**config.mk**
```make
export PLATFORM = sky130hd
export DESIGN_NAME = uart_rx
export DESIGN_NICKNAME = d
export VERILOG_FILES = /design/src/rtl/uart_rx.sv
export SDC_FILE = /design/constraint.sdc
export NUM_CORES = 1
export LEC_CHECK = 0
export ABC_CLOCK_PERIOD_IN_PS = 6700
export CAP_MARGIN = 25
export CORE_UTILIZATION = 50
export CTS_BUF_LIST = sky130_fd_sc_hd__clkbuf_4 sky130_fd_sc_hd__clkbuf_8 sky130_fd_sc_hd__clkbuf_16
export DETAILED_ROUTE_END_ITERATION = 16
export PLACE_DENSITY = 0.68
export REMOVE_ABC_BUFFERS = 1
export SLEW_MARGIN = 20
export SYNTH_ARGS = -nofsm -noshare
export SYNTH_HDL_FRONTEND = slang
export SYNTH_SLANG_ARGS = --single-unit
```
**constraint.sdc**
```tcl
create_clock -name sys_clk_i -period 6.7 [get_ports sys_clk_i]
set_clock_uncertainty 0.1 [all_clocks]
set_input_delay 1.34 -clock sys_clk_i [delete_from_list [all_inputs] [get_ports sys_clk_i]]
set_output_delay 1.34 -clock sys_clk_i [all_outputs]
set_load 0.005 [all_outputs]
```
**src/rtl/uart_rx.sv**
```systemverilog
// 8N1 UART receiver with 16x fractional oversampling and 2-of-3 bit voting.
// Ports: sys_clk_i/sys_rst_n_i, uart_rx_i line, uart_rd_i/uart_dat_o/uart_valid_o host side, error flags.
module uart_rx #(
  parameter int unsigned CLK_HZ = 40_000_000,
  parameter int unsigned BAUD   = 115200
) (
  input  logic       sys_clk_i,
  input  logic       sys_rst_n_i,
  input  logic       uart_rx_i,
  input  logic       uart_rd_i,
  output logic [7:0] uart_dat_o,
  output logic       uart_valid_o,
  output logic       uart_ovr_o,
  output logic       uart_frm_err_o,
  output logic       uart_busy
);

  localparam logic [31:0] INC = 32'(16 * BAUD);
  localparam logic [31:0] LIM = 32'(CLK_HZ);

  typedef enum logic [1:0] {
    IDLE,
    START,
    DATA,
    STOP
  } state_t;

  state_t      state_q, state_d;
  logic [2:0]  bit_q, bit_d;
  logic        rx_m, rx_s;
  logic [31:0] acc_q, sum;
  logic [3:0]  cnt_q;
  logic        s7_q, s8_q;
  logic [7:0]  sh_q;
  logic        armed_q;
  logic [7:0]  dat_q;
  logic        valid_q, ovr_q, ferr_q;

  logic tick, mid, endb, maj;
  logic start_go, good, bad, rd_ok;

  assign sum  = acc_q + INC;
  assign tick = (sum >= LIM);
  assign mid  = tick && (cnt_q == 4'd9);
  assign endb = tick && (cnt_q == 4'd15);
  // the cnt=9 sample is the live line value
  assign maj  = (s7_q & s8_q) | (s7_q & rx_s) | (s8_q & rx_s);

  assign start_go = (state_q == IDLE) && armed_q && !rx_s;
  assign good     = (state_q == STOP) && mid && maj;
  assign bad      = (state_q == STOP) && mid && !maj;
  assign rd_ok    = uart_rd_i && valid_q;

  always_comb begin
    state_d = state_q;
    bit_d   = bit_q;
    unique case (state_q)
      IDLE: begin
        if (armed_q && !rx_s) state_d = START;
      end
      START: begin
        if (mid && maj) begin
          state_d = IDLE;
        end else if (endb) begin
          state_d = DATA;
          bit_d   = 3'd0;
        end
      end
      DATA: begin
        if (endb) begin
          if (bit_q == 3'd7) state_d = STOP;
          else bit_d = bit_q + 3'd1;
        end
      end
      STOP: begin
        // leave early so the next start edge is not missed
        if (mid) state_d = IDLE;
      end
      default: state_d = IDLE;
    endcase
  end

  always_ff @(posedge sys_clk_i or negedge sys_rst_n_i) begin
    if (!sys_rst_n_i) begin
      state_q <= IDLE;
      bit_q   <= 3'd0;
    end else begin
      state_q <= state_d;
      bit_q   <= bit_d;
    end
  end

  always_ff @(posedge sys_clk_i or negedge sys_rst_n_i) begin
    if (!sys_rst_n_i) begin
      rx_m    <= 1'b1;
      rx_s    <= 1'b1;
      acc_q   <= 32'd0;
      cnt_q   <= 4'd0;
      s7_q    <= 1'b0;
      s8_q    <= 1'b0;
      sh_q    <= 8'h00;
      armed_q <= 1'b0;
      dat_q   <= 8'h00;
      valid_q <= 1'b0;
      ovr_q   <= 1'b0;
      ferr_q  <= 1'b0;
    end else begin
      rx_m <= uart_rx_i;
      rx_s <= rx_m;

      // realign the bit phase to the start edge
      if (start_go) begin
        acc_q <= 32'd0;
        cnt_q <= 4'd0;
      end else begin
        acc_q <= tick ? (sum - LIM) : sum;
        if (tick) cnt_q <= cnt_q + 4'd1;
      end

      if (tick && (cnt_q == 4'd7)) s7_q <= rx_s;
      if (tick && (cnt_q == 4'd8)) s8_q <= rx_s;

      if ((state_q == DATA) && mid) sh_q <= {maj, sh_q[7:1]};

      // after a break the line must go idle before a new frame
      if (bad) armed_q <= 1'b0;
      else if ((state_q == IDLE) && rx_s) armed_q <= 1'b1;

      ferr_q <= bad;

      if (good) begin
        dat_q   <= sh_q;
        valid_q <= 1'b1;
        if (rd_ok) ovr_q <= 1'b0;
        else if (valid_q) ovr_q <= 1'b1;
      end else if (rd_ok) begin
        valid_q <= 1'b0;
        ovr_q   <= 1'b0;
      end
    end
  end

  assign uart_dat_o     = dat_q;
  assign uart_valid_o   = valid_q;
  assign uart_ovr_o     = ovr_q;
  assign uart_frm_err_o = ferr_q;
  assign uart_busy      = (state_q != IDLE);

endmodule

```
== Word-level counts from Yosys, hierarchy flattened ==
Index checks and enable logic that the tools add are counted.

* Bits of input ports: 4
* Logic and storage cells: 89
* Output and inout bits: 12
* Register bits: 65

* Reduce and logical (&&, ||, !) cells: 26
* $lt $le $gt $ge: 1
* $add $sub $neg: 4
* Bitwise logic cells: 5
* Multiplexer cells: 23
* Eq/ne operators: 16

{| class="wikitable"
|+ Operators with widths
! cell !! count
|-
| $mux W32 || 2
|-
| $add A32 B21 Y32 const B || 1
|-
| $ge A32 B26 Y1 const B || 1
|-
| $sub A32 B26 Y32 const B || 1
|-
| $logic_and A1 B1 Y1 || 14
|-
| $eq A4 B4 Y1 const B || 3
|-
| $mux W2 || 6
|-
| $mux W3 || 4
|-
| $ne A2 B2 Y1 const B || 6
|-
| $reduce_bool A2 Y1 || 6
|-
| $reduce_and A5 Y1 || 2
|-
| $mux W4 || 2
|-
| $pmux W2 S4 || 1
|-
| $mux W1 || 7
|-
| $pmux W3 S2 || 1
|-
| $add A4 B1 Y4 const B || 1
|-
| $eq A2 B2 Y1 const B || 2
|-
| $eq A4 B3 Y1 const B || 1
|-
| $add A3 B1 Y3 const B || 1
|-
| $and A1 B1 Y1 || 3
|-
| $eq A3 B3 Y1 const B || 1
|-
| $ne A3 B3 Y1 const B || 1
|-
| $eq A2 B1 Y1 const B || 1
|-
| $logic_not A1 Y1 || 2
|-
| 4 further kinds || 5
|}

== Depth between registers and ports, before layout ==
Gate-level depths: netlist of run 1.

* Depth in word-level cells: 7
* Gate-level depth with buffers: 12
* Depth with buffers taken out: 10

== Worst setup path before layout of run 1 ==
Ideal clock, no wire load.

* Kind: register to register
* Start: register acc_q[14]
* End: register dat_q[0], in the netlist uart_dat_o[0]
* Period minus slack after synthesis: 3036 ps
* Data required time: 6475 ps
* Stages on the path, launching flop included: 12
* Setup slack: 3664 ps
* Arrival: 2811 ps
* Setup time: 125 ps
* Path buffers: 2
* Cell sequence: dfrtp_1 > ha_1 > nand4_2 > and2_1 > buf_6 > nor3b_2 > o2bb2ai_2 > a31oi_4 > nor2_4 > or4_1 > buf_6 > mux2_4

* Longest elaborated chain between the ends: 5

{| class="wikitable"
|+ Ends and longest elaborated chain
! what !! line !! text
|-
| start: declaration || 31 || <nowiki>logic [31:0] acc_q, sum;</nowiki>
|-
| start signal: assignment || 116 || <nowiki>acc_q <= tick ? (sum - LIM) : sum;</nowiki>
|-
| $add A32 B21 Y32 || 42 || <nowiki>assign sum = acc_q + INC;</nowiki>
|-
| $ge A32 B26 Y1 || 43 || <nowiki>assign tick = (sum >= LIM);</nowiki>
|-
| $logic_and A1 B1 Y1 || 44 || <nowiki>assign mid = tick && (cnt_q == 4'd9);</nowiki>
|-
| $logic_and A1 B1 Y1 (2 in series) || 50 || <nowiki>assign good = (state_q == STOP) && mid && maj;</nowiki>
|-
| end signal: assignment || 132 || <nowiki>dat_q <= sh_q;</nowiki>
|-
| end: declaration || 36 || <nowiki>logic [7:0] dat_q;</nowiki>
|}

No other way between the ends.
A chain may end at the register's enable or synchronous reset.

== Worst setup path after layout of run 1 ==
* Start: register acc_q[13]
* End: register dat_q[2], in the netlist uart_dat_o[2]

The elaborated chain is that of the path after synthesis.

==> summary.md, run 1 <==
| Metric | Value |
|---|---|
| Commonest cells after routing, fill and taps aside | 54 x dfrtp_1, 31 x nor2_1, 23 x nand2_1, 23 x xnor2_1, 21 x nand3_1 |
| DRC violations left | 0 |
| # hold bufs at CTS | 0 |
| Number of synthesized flops with an enable pin | 0 |
| Maximum vdd drop | 0.000276 V |
| Cell total after placement | 420 |
| Global-route wire length before repair | 11,300 um |
| RSZ-0062 raised after global routing | no |
| Worst-margin pin slew | 1040 ps |
| Initial Util | 52.4% |
| # nets final | 363 |
| Yosys cell types | 66 |
| GR Util met1 | 26.7% |
| Commonest non-fill, non-tap cell in the layout | dfrtp_1 |
| Multi-input gate area in the final layout | 1810 um^2 |
| Avg WL per Cell | 15.0 um |
| Crit end category | flip-flop |
| Crit path from | acc_q[13] |
| Maxcap violations | 0 |
| Ys Warns | 0 |
| Setup Total Neg Slack | 0 ps |
| Full die area | 7020 um^2 |
| DR vias/cell | 5.83 |
| Antenna violations before repair | 0 |
| Post-route insts no fill | 428 |
| DRT antenna net count | 0 |
| Met3 Track Usage GR | 3.17% |
| Clock latency on the worst-skew pair | 320 ps |
| # H-tree levels | 2 |
| Slew headroom | 30.6% |
| Power per cell area | 466 nW/um^2 |
| Antenna diodes | 0 |
| Worst hold-check path type | flip-flop to flip-flop |
| Startpoint Class | flip-flop |
| Endpoints failing hold | 0 |
| Syn-to-layout area delta | 8.19% |
| Crit path max fanout | 23 |
| Iter 0 DRT Violations | 105 |
| Share of cells above drive strength 1 | 11.1% |
| Lkg Pwr | 1.56 nW |
| Clock sink count | 56 |
| FILL cells | 561 |
| CP Data Required Time | 6800 ps |
| Worst R2R Setup Slack | 2660 ps |
| Crit share post-route | 60.3% |
| CP arrival | 4140 ps |
| #FFs+latches synth | 56 |
| Port bufs | 15 |
| Min Hold Slack | 266 ps |
| Post-Route WL | 6430 um |
| IO Count | 16 |
| Num CTS Buffers | 5 |
| Status | finished clean |
| Seq/Total Area, Yosys | 42.0% |
| Syn Inst Count | 340 |
| Async SR Flop Fraction | 100% |
| Worst R2R End | uart_dat_o[2] |
| GRT met2 Usage | 32.7% |
| Worst slack, placed | 2720 ps |
| Max Fclk | 247 MHz |
| Final WS setup | 2660 ps |
| Predominant post-synthesis flop cell | dfrtp_1 |
| Worst reg2reg startpoint | acc_q[13] |
| End of the critical path | uart_dat_o[2] |
| Hold depth | 0 |
| Row count | 29 |
| Register area | 1400 um^2 |
| Final HPWL DP | 4390 um |
| RePlAce Congestion | 0.869 |
| Setup CP Type | flip-flop to flip-flop |
| Die height | 83.8 um |
| Clk slew on worst S/H paths | 100 ps |
| Die Width | 83.8 um |
| Min Tclk post-route | 4040 ps |
| Largest net degree at the start of global routing | 57 |
| FF-to-FF path depth | 9 |
| Clk buf depth | 2 |
| Postcts setup bufs | 0 |
| Mean Syn Cell Area | 9.84 um^2 |
| Post-Syn Area | 3340 um^2 |
| CTS tree | yes |
| Total power | 1.69 mW |
| GRT Residual Overflow | 0 |
| Post_cts resized | 0 |
| # setup viols final | 0 |
| Vias in the first global route | 2,377 |
| Root Buffer | clkbuf_8 |
| Slew Limit Fails | 0 |
| Initial DRT Pass Iterations | 4 |
| Gr usage total | 19.7% |
| Std-Cell Core Area | 6390 um^2 |
| Busiest grt layer | met2 |
| Via count | 2,497 |
[power breakdown]
part | internal, mW | switching [mW]
clock network | 0.0773 | 0.119
logic | 0.396 | 0.501
registers | 0.450 | 0.143
[sequential cells by signal (all words and copies together) (netlist names)]
register,count
bit_q,3
rx_m,1
acc_q,23
s8_q,1
cnt_q,4
state_q,2
armed_q,1
uart_frm_err_o,1
sh_q,8
uart_valid_o,1
rx_s,1
uart_ovr_o,1
s7_q,1
uart_dat_o,8
[stage by stage]
stage,area [um^2],utilization [%]
final,3620,56.7
after detailed placement,3520,55.2
after CTS,3620,56.7
after global placement,3520,55.2
after floorplan,3270,-
after global routing,3620,56.7
[synthesized netlist by cell type (4+ instances only)]
master	instances	area, um^2
clkbuf_1	9	33.8
a21oi_1	11	55.1
nor3_1	10	50.1
and3_1	6	37.5
inv_1	13	48.8
o21ai_0	19	95.1
mux2_4	8	120
dfrtp_1	54	1350
xnor2_1	23	201
o211ai_1	6	45.0
ha_1	9	113
nor2_1	31	116
or3_1	4	25.0
mux2_1	9	101
nand3_1	21	105
xor2_1	7	61.3
or2_2	4	25.0
nand2_1	23	86.3
[cell families after synthesis]
family,synth area share (%)
AOI/OAI and AO/OA,16.0
and+or+nand+nor,18.8
DFF,42.0
adders and majority gates,3.67
muxes,7.93
buffers and inverters,3.78
xor gates and xnor gates,7.86
[area by class of cell]
class	instances	area share (%)
inverter	13	1.35
timing repair buffer	17	4.43
clock inverter	3	0.726
sequential	56	38.8
multi-input combinational	257	50.1
tap	77	2.66
clock buffer	5	1.90
[worst min-delay path by stage]
stage          start  endpoint  slack, ps
3_3_place_gp    rx_m      rx_s        250
4_1_cts         rx_m      rx_s        270
5_1_grt         rx_m      rx_s        270
3_5_place_dp    rx_m      rx_s        250
2_1_floorplan   rx_m      rx_s        250
6_report        rx_m      rx_s        270
[worst max-delay path: stages, from the launching register on]
cell and delay, ps:
dfrtp_1 520, ha_1 320, nand4_2 250, and2_1 320, nand4_1 120, o21ai_1 80, a22oi_2 830, nor2_4 150
or4_1 840, mux2_4 390
[routing by layer]
| metal | wire [um] | part of all wire, % |
|---|---|---|
| met5 | 0 | 0 |
| met4 | 104 | 1.6 |
| met3 | 249 | 3.9 |
| met2 | 2950 | 46 |
| met1 | 3130 | 49 |
(Power assumes the default switching activity.)
==> run 2, diff against run 1 <==
--- a/config.mk
+++ b/config.mk
@@ -5,12 +5,12 @@
 export SDC_FILE = /design/constraint.sdc
 export NUM_CORES = 1
 export LEC_CHECK = 0
-export ABC_CLOCK_PERIOD_IN_PS = 6700
+export ABC_CLOCK_PERIOD_IN_PS = 3370
 export CAP_MARGIN = 25
 export CORE_UTILIZATION = 50
 export CTS_BUF_LIST = sky130_fd_sc_hd__clkbuf_4 sky130_fd_sc_hd__clkbuf_8 sky130_fd_sc_hd__clkbuf_16
 export DETAILED_ROUTE_END_ITERATION = 16
-export PLACE_DENSITY = 0.68
+export PLACE_DENSITY = 0.71
 export REMOVE_ABC_BUFFERS = 1
 export SLEW_MARGIN = 20
 export SYNTH_ARGS = -nofsm -noshare
==> constraint.sdc (replaced) <==
create_clock -name sys_clk_i -period 3.37 [get_ports sys_clk_i]
set_clock_uncertainty 0.1 [all_clocks]
set_input_delay 0.674 -clock sys_clk_i [delete_from_list [all_inputs] [get_ports sys_clk_i]]
set_output_delay 0.674 -clock sys_clk_i [all_outputs]
set_load 0.005 [all_outputs]
==> run 2 against run 1 <==
  * Critical path depth increased by 1
  * Fmax increased by 28%
  * Sequential power increased by 99%
  * Non-clock buffer count increased by 11
  * Sequential cell count unchanged
  * Hold slack got worse by 72 ps
  * Routed wire length increased by 5.8%
  * Clock-buffer cell count unchanged
  * Clock power increased by 110%
  * Largest cell class unchanged
  * Largest power group unchanged
==> summary.md, run 2 (synthesis results as in run 1) <==
| Metric | Value |
|---|---|
| Worst-margin pin slew | 537 ps |
| Min Hold Slack | 194 ps |
| Port bufs | 15 |
| Initial DRT Pass Iterations | 4 |
| CP Data Required Time | 3520 ps |
| Min Tclk post-route | 3160 ps |
| Antenna diodes | 0 |
| GR Util met1 | 27.3% |
| GRT Residual Overflow | 0 |
| CTS tree | yes |
| CP cell instances | buf_4 -> nand4_1 -> or4_1 -> o221ai_2 -> o2bb2ai_2 -> a31oi_4 -> buf_4 -> o311a_1 -> a22oi_1 -> mux2i_1 |
| Std-Cell Core Area | 6390 um^2 |
| Largest register FFs | 23 |
| CP arrival | 3310 ps |
| Fin area | 3740 um^2 |
| Slew headroom | 64.0% |
| Slowest cell delay on critical path | 570 ps |
| Slew Limit Fails | 0 |
| Iter 0 DRT Violations | 107 |
| Crit-path most repeated cell | buf_4 |
| Endpoints failing hold | 0 |
| # H-tree levels | 2 |
| DRC violations left | 0 |
| Share of cells above drive strength 1 | 14.4% |
| Syn-to-layout area delta | 11.7% |
| Status | finished clean |
| Clk slew on worst S/H paths | 130 ps |
| Met3 Track Usage GR | 2.57% |
| Busiest grt layer | met2 |
| GRT met2 Usage | 35.6% |
| DRT antenna net count | 0 |
| Final HPWL DP | 4870 um |
| Post-route insts no fill | 439 |
| Power per cell area | 937 nW/um^2 |
| Vias in the first global route | 2,581 |
| Top delay family on crit path | compound AO/OA/AOI/OAI gates |
| Worst hold-check path type | input port to asynchronous set/reset pin |
| Crit share post-route | 93.9% |
| CP max stage cell | or4_1 |
| Worst slack, placed | 38.9 ps |
| Top reg by flops | acc_q |
| Crit path max fanout | 23 |
| Commonest cells after routing, fill and taps aside | 54 x dfrtp_1, 31 x nor2_1, 23 x nand2_1, 23 x xnor2_1, 21 x nand3_1 |
| Startpoint Class | flip-flop |
| Maximum vdd drop | 0.000647 V |
| Clock sink count | 56 |
| Final WS setup | 206 ps |
| Antenna violations before repair | 0 |
| Setup CP Type | flip-flop to flip-flop |
| Clock latency on the worst-skew pair | 320 ps |
| DR vias/cell | 5.85 |
| Max Fclk | 316 MHz |
| Global-route wire length before repair | 11,800 um |
| Die height | 83.8 um |
| Root Buffer | clkbuf_8 |
| Largest net degree at the start of global routing | 25 |
| Post-Route WL | 6810 um |
| Clk buf depth | 2 |
| CP bufs+invs | 2 |
| Gr usage total | 20.5% |
| RePlAce Congestion | 0.881 |
| Cell total after placement | 431 |
| Maxcap violations | 0 |
| Full die area | 7020 um^2 |
| FILL cells | 531 |
| Num CTS Buffers | 5 |
| Initial Util | 52.4% |
| Die Width | 83.8 um |
| Row count | 29 |
| Crit end category | flip-flop |
| Post-DP Area | 3610 um^2 |
| # setup viols final | 0 |
| # nets final | 374 |
| Via count | 2,566 |
| RSZ-0062 raised after global routing | no |
| Commonest non-fill, non-tap cell in the layout | dfrtp_1 |
| Lkg Pwr | 1.61 nW |
| Avg WL per Cell | 15.5 um |
| IO Count | 16 |
==> run 2: power by group <==
part	switching (mW)	internal (mW)
registers	0.290	0.894
clock network	0.254	0.158
logic	1.04	0.864
total	1.59	1.92
==> run 2: area by class of cell <==
| type | count | area (um^2) | area share [%] |
|---|---|---|---|
| tap | 77 | 96.3 | 2.58 |
| sequential | 56 | 1400 | 37.6 |
| timing repair buffer | 28 | 243 | 6.50 |
| clock inverter | 3 | 28.8 | 0.770 |
| multi-input combinational | 257 | 1850 | 49.4 |
| inverter | 13 | 48.8 | 1.31 |
| clock buffer | 5 | 68.8 | 1.84 |
==> run 2: routing by layer <==
metal / wire length, um / up-vias
li1: - / 1260
met5: 0 / -
met4: 68 / 0
met1: 3160 / 1238
met2: 3320 / 60
met3: 260 / 8
==> run 2: per-stage QoR <==
| step | util [%] | total power [mW] | TNS (ps) |
|---|---|---|---|
| 3_5_place_dp | 56.5 | 3.05 | 0 |
| 3_3_place_gp | 56.5 | 3.01 | 0 |
| 6_report | 58.5 | 3.50 | 0 |
| 2_1_floorplan | - | 2.59 | -623 |
| 4_1_cts | 58.0 | 3.47 | 0 |
| 5_1_grt | 58.5 | 3.81 | 0 |
==> run 2: worst paths after layout <==
kind	start	to	slack, ps	depth (start not counted)
setup reg to reg	acc_q[13]	acc_q[22]	210	10
hold reg to reg	rx_m	rx_s	270	0
hold / removal	sys_rst_n_i	acc_q[18]	190	1
max in group asynchronous	sys_rst_n_i	rx_s	2260	2
setup / recovery	acc_q[13]	acc_q[22]	210	10
min in group sys_clk_i	rx_m	rx_s	270	0
==> run 2: timing repair <==
action                                  4_1_cts  5_1_grt
resized for setup                             0        5
hold buffers                                  0        0
setup buffers                                 0        0
endpoints found under the setup margin        0       19
==> run 3, diff against run 2 <==
--- a/config.mk
+++ b/config.mk
@@ -8,7 +8,7 @@
 export ABC_CLOCK_PERIOD_IN_PS = 3370
 export CAP_MARGIN = 25
 export CORE_UTILIZATION = 50
-export CTS_BUF_LIST = sky130_fd_sc_hd__clkbuf_4 sky130_fd_sc_hd__clkbuf_8 sky130_fd_sc_hd__clkbuf_16
+export CTS_BUF_LIST = sky130_fd_sc_hd__clkbuf_4
 export DETAILED_ROUTE_END_ITERATION = 16
 export PLACE_DENSITY = 0.71
 export REMOVE_ABC_BUFFERS = 1
==> run 3 against run 2 <==
  * Clock power decreased by 19%
  * Register-to-register slack gained 30 ps
  * Final cell count unchanged
  * Clock-buffer cell count stayed put
  * Die area did not move
  * Sequential share of layout area rose by 0.44 points
  * Largest cell class unchanged
  * Highest routed layer unchanged
==> summary.md, run 3 (synthesis results as in run 1) <==
| Metric | Value |
|---|---|
| Status | finished clean |
| WL met2 | 3330 um |
| Port bufs | 15 |
| Total power | 3.41 mW |
| Root Buffer | clkbuf_4 |
| Initial DRT Pass Iterations | 4 |
| Global-route wire length before repair | 11,800 um |
| CP Data Required Time | 3610 ps |
| Cell total after placement | 431 |
| Setup CP Type | flip-flop to flip-flop |
| Reg power frac | 34.6% |
| Final HPWL DP | 4870 um |
| Wl on met1 | 3130 um |
| CP arrival | 3370 ps |
| Largest register FFs | 23 |
| Clock power frac | 9.8% |
| Via count | 2,565 |
| Final WS setup | 231 ps |
| Std-Cell Core Area | 6390 um^2 |
| Final core occ | 57.9% |
| DRT antenna net count | 0 |
| Antenna diodes | 0 |
| # nets final | 374 |
| Largest net degree at the start of global routing | 25 |
| Die height | 83.8 um |
| Worst-margin pin slew | 543 ps |
| Worst hold-check path type | input port to asynchronous set/reset pin |
| Met3 WL | 237 um |
| Sw power | 1.56 mW |
| Crit end category | flip-flop |
| Commonest non-fill, non-tap cell in the layout | dfrtp_1 |
| DR vias/cell | 5.84 |
| # setup viols final | 0 |
| Worst R2R End | acc_q[22] |
| Syn-to-layout area delta | 10.5% |
| Maximum vdd drop | 0.000658 V |
| RePlAce Congestion | 0.881 |
| FILL cells | 538 |
| Lkg Pwr | 1.59 nW |
| Full die area | 7020 um^2 |
| Top reg by flops | acc_q |
| Slew headroom | 63.6% |
| FF-to-FF path depth | 10 |
| Highest metal used | met4 |
| Crit share post-route | 93.1% |
| Share of cells above drive strength 1 | 14.6% |
| Post-Route WL | 6800 um |
| Startpoint Class | flip-flop |
| Post-route insts no fill | 439 |
| # hold bufs at CTS | 0 |
| Clock sink count | 56 |
| RSZ-0062 raised after global routing | no |
| Worst reg2reg startpoint | acc_q[14] |
| Clk slew on worst S/H paths | 190 ps |
| Clk buf depth | 2 |
| IO Count | 16 |
| Register area | 1410 um^2 |
| GRT Residual Overflow | 0 |
| Commonest cells after routing, fill and taps aside | 53 x dfrtp_1, 31 x nor2_1, 23 x nand2_1, 23 x xnor2_1, 21 x nand3_1 |
| Antenna violations before repair | 0 |
| DRC violations left | 0 |
| Slew Limit Fails | 0 |
| Avg WL per Cell | 15.5 um |
| CTS tree | yes |
| Int Pwr | 1.85 mW |
| Setup Total Neg Slack | 0 ps |
| # H-tree levels | 2 |
| Postcts setup bufs | 0 |
| Worst R2R Setup Slack | 230 ps |
| Iter 0 DRT Violations | 110 |
| Maxcap violations | 0 |
| Gr usage total | 20.5% |
| Vias in the first global route | 2,585 |
| Min Tclk post-route | 3140 ps |
| Crit path max fanout | 23 |
| Initial Util | 52.4% |
| Logic pwr share | 55.6% |
| Endpoints failing hold | 0 |
| Power per cell area | 922 nW/um^2 |
| Row count | 29 |
| Worst slack, placed | 38.9 ps |
| Multi-input gate area in the final layout | 1840 um^2 |
| Clock latency on the worst-skew pair | 390 ps |
| Die Width | 83.8 um |
| Num CTS Buffers | 5 |
| Net Sw Frac | 45.8% |
| Max Fclk | 319 MHz |
run 3: cell counts in the layout (fill, tap and decap cells not counted):
Identical to the previous run, type by type.
run 3: final cells by class:
class	count	share of cell area, %
inverter	13	1.32
clock buffer	5	1.02
sequential	56	38.0
multi-input combinational	257	49.7
clock inverter	3	0.779
timing repair buffer	28	6.57
tap	77	2.61
run 3: power groups by stage:
| stage | logic (mW) | clock network [mW] | registers (mW) |
|---|---|---|---|
| after floorplan | 1.47 | 0 | 1.12 |
| after global placement | 1.84 | 0 | 1.17 |
| after detailed placement | 1.87 | 0 | 1.18 |
| after CTS | 1.89 | 0.350 | 1.17 |
| after global routing | 2.14 | 0.371 | 1.21 |
| final | 1.89 | 0.335 | 1.18 |
run 3: metrics by stage:
stage | hold slack [ps] | instance area [um^2]
after floorplan | 245 | 3270
after global placement | 246 | 3610
after detailed placement | 247 | 3610
after CTS | 129 | 3680
after global routing | 144 | 3700
final | 107 | 3700
run 3: repair_timing:
item	in CTS	in global routing
setup endpoints to repair	1	19
gates cloned	0	0
resized for setup	1	4
run 3: worst max-delay path by stage:
stage | from | endpoint
after floorplan | acc_q[13] | uart_dat_o[0]
after global placement | acc_q[14] | sh_q[0]
after detailed placement | acc_q[14] | sh_q[5]
after CTS | acc_q[14] | sh_q[5]
after global routing | acc_q[14] | acc_q[22]
final | acc_q[14] | acc_q[22]
run 3: layer usage:
| layer | up-vias | global-route usage (%) |
|---|---|---|
| met1 | 1244 | 26.5 |
| met3 | 11 | 3.17 |
| met2 | 50 | 35.7 |
| met4 | 0 | 5.39 |
| met5 | - | 0 |
| li1 | 1260 | - |
run 3: worst max-delay path: stages, from the launching register on:
cell,delay (ps)
dfrtp_2,440
ha_2,260
nand4_4,180
or4_1,480
o221ai_2,280
o2bb2ai_2,190
a31oi_4,150
buf_4,240
o311a_1,340
a22oi_1,210
mux2i_1,200
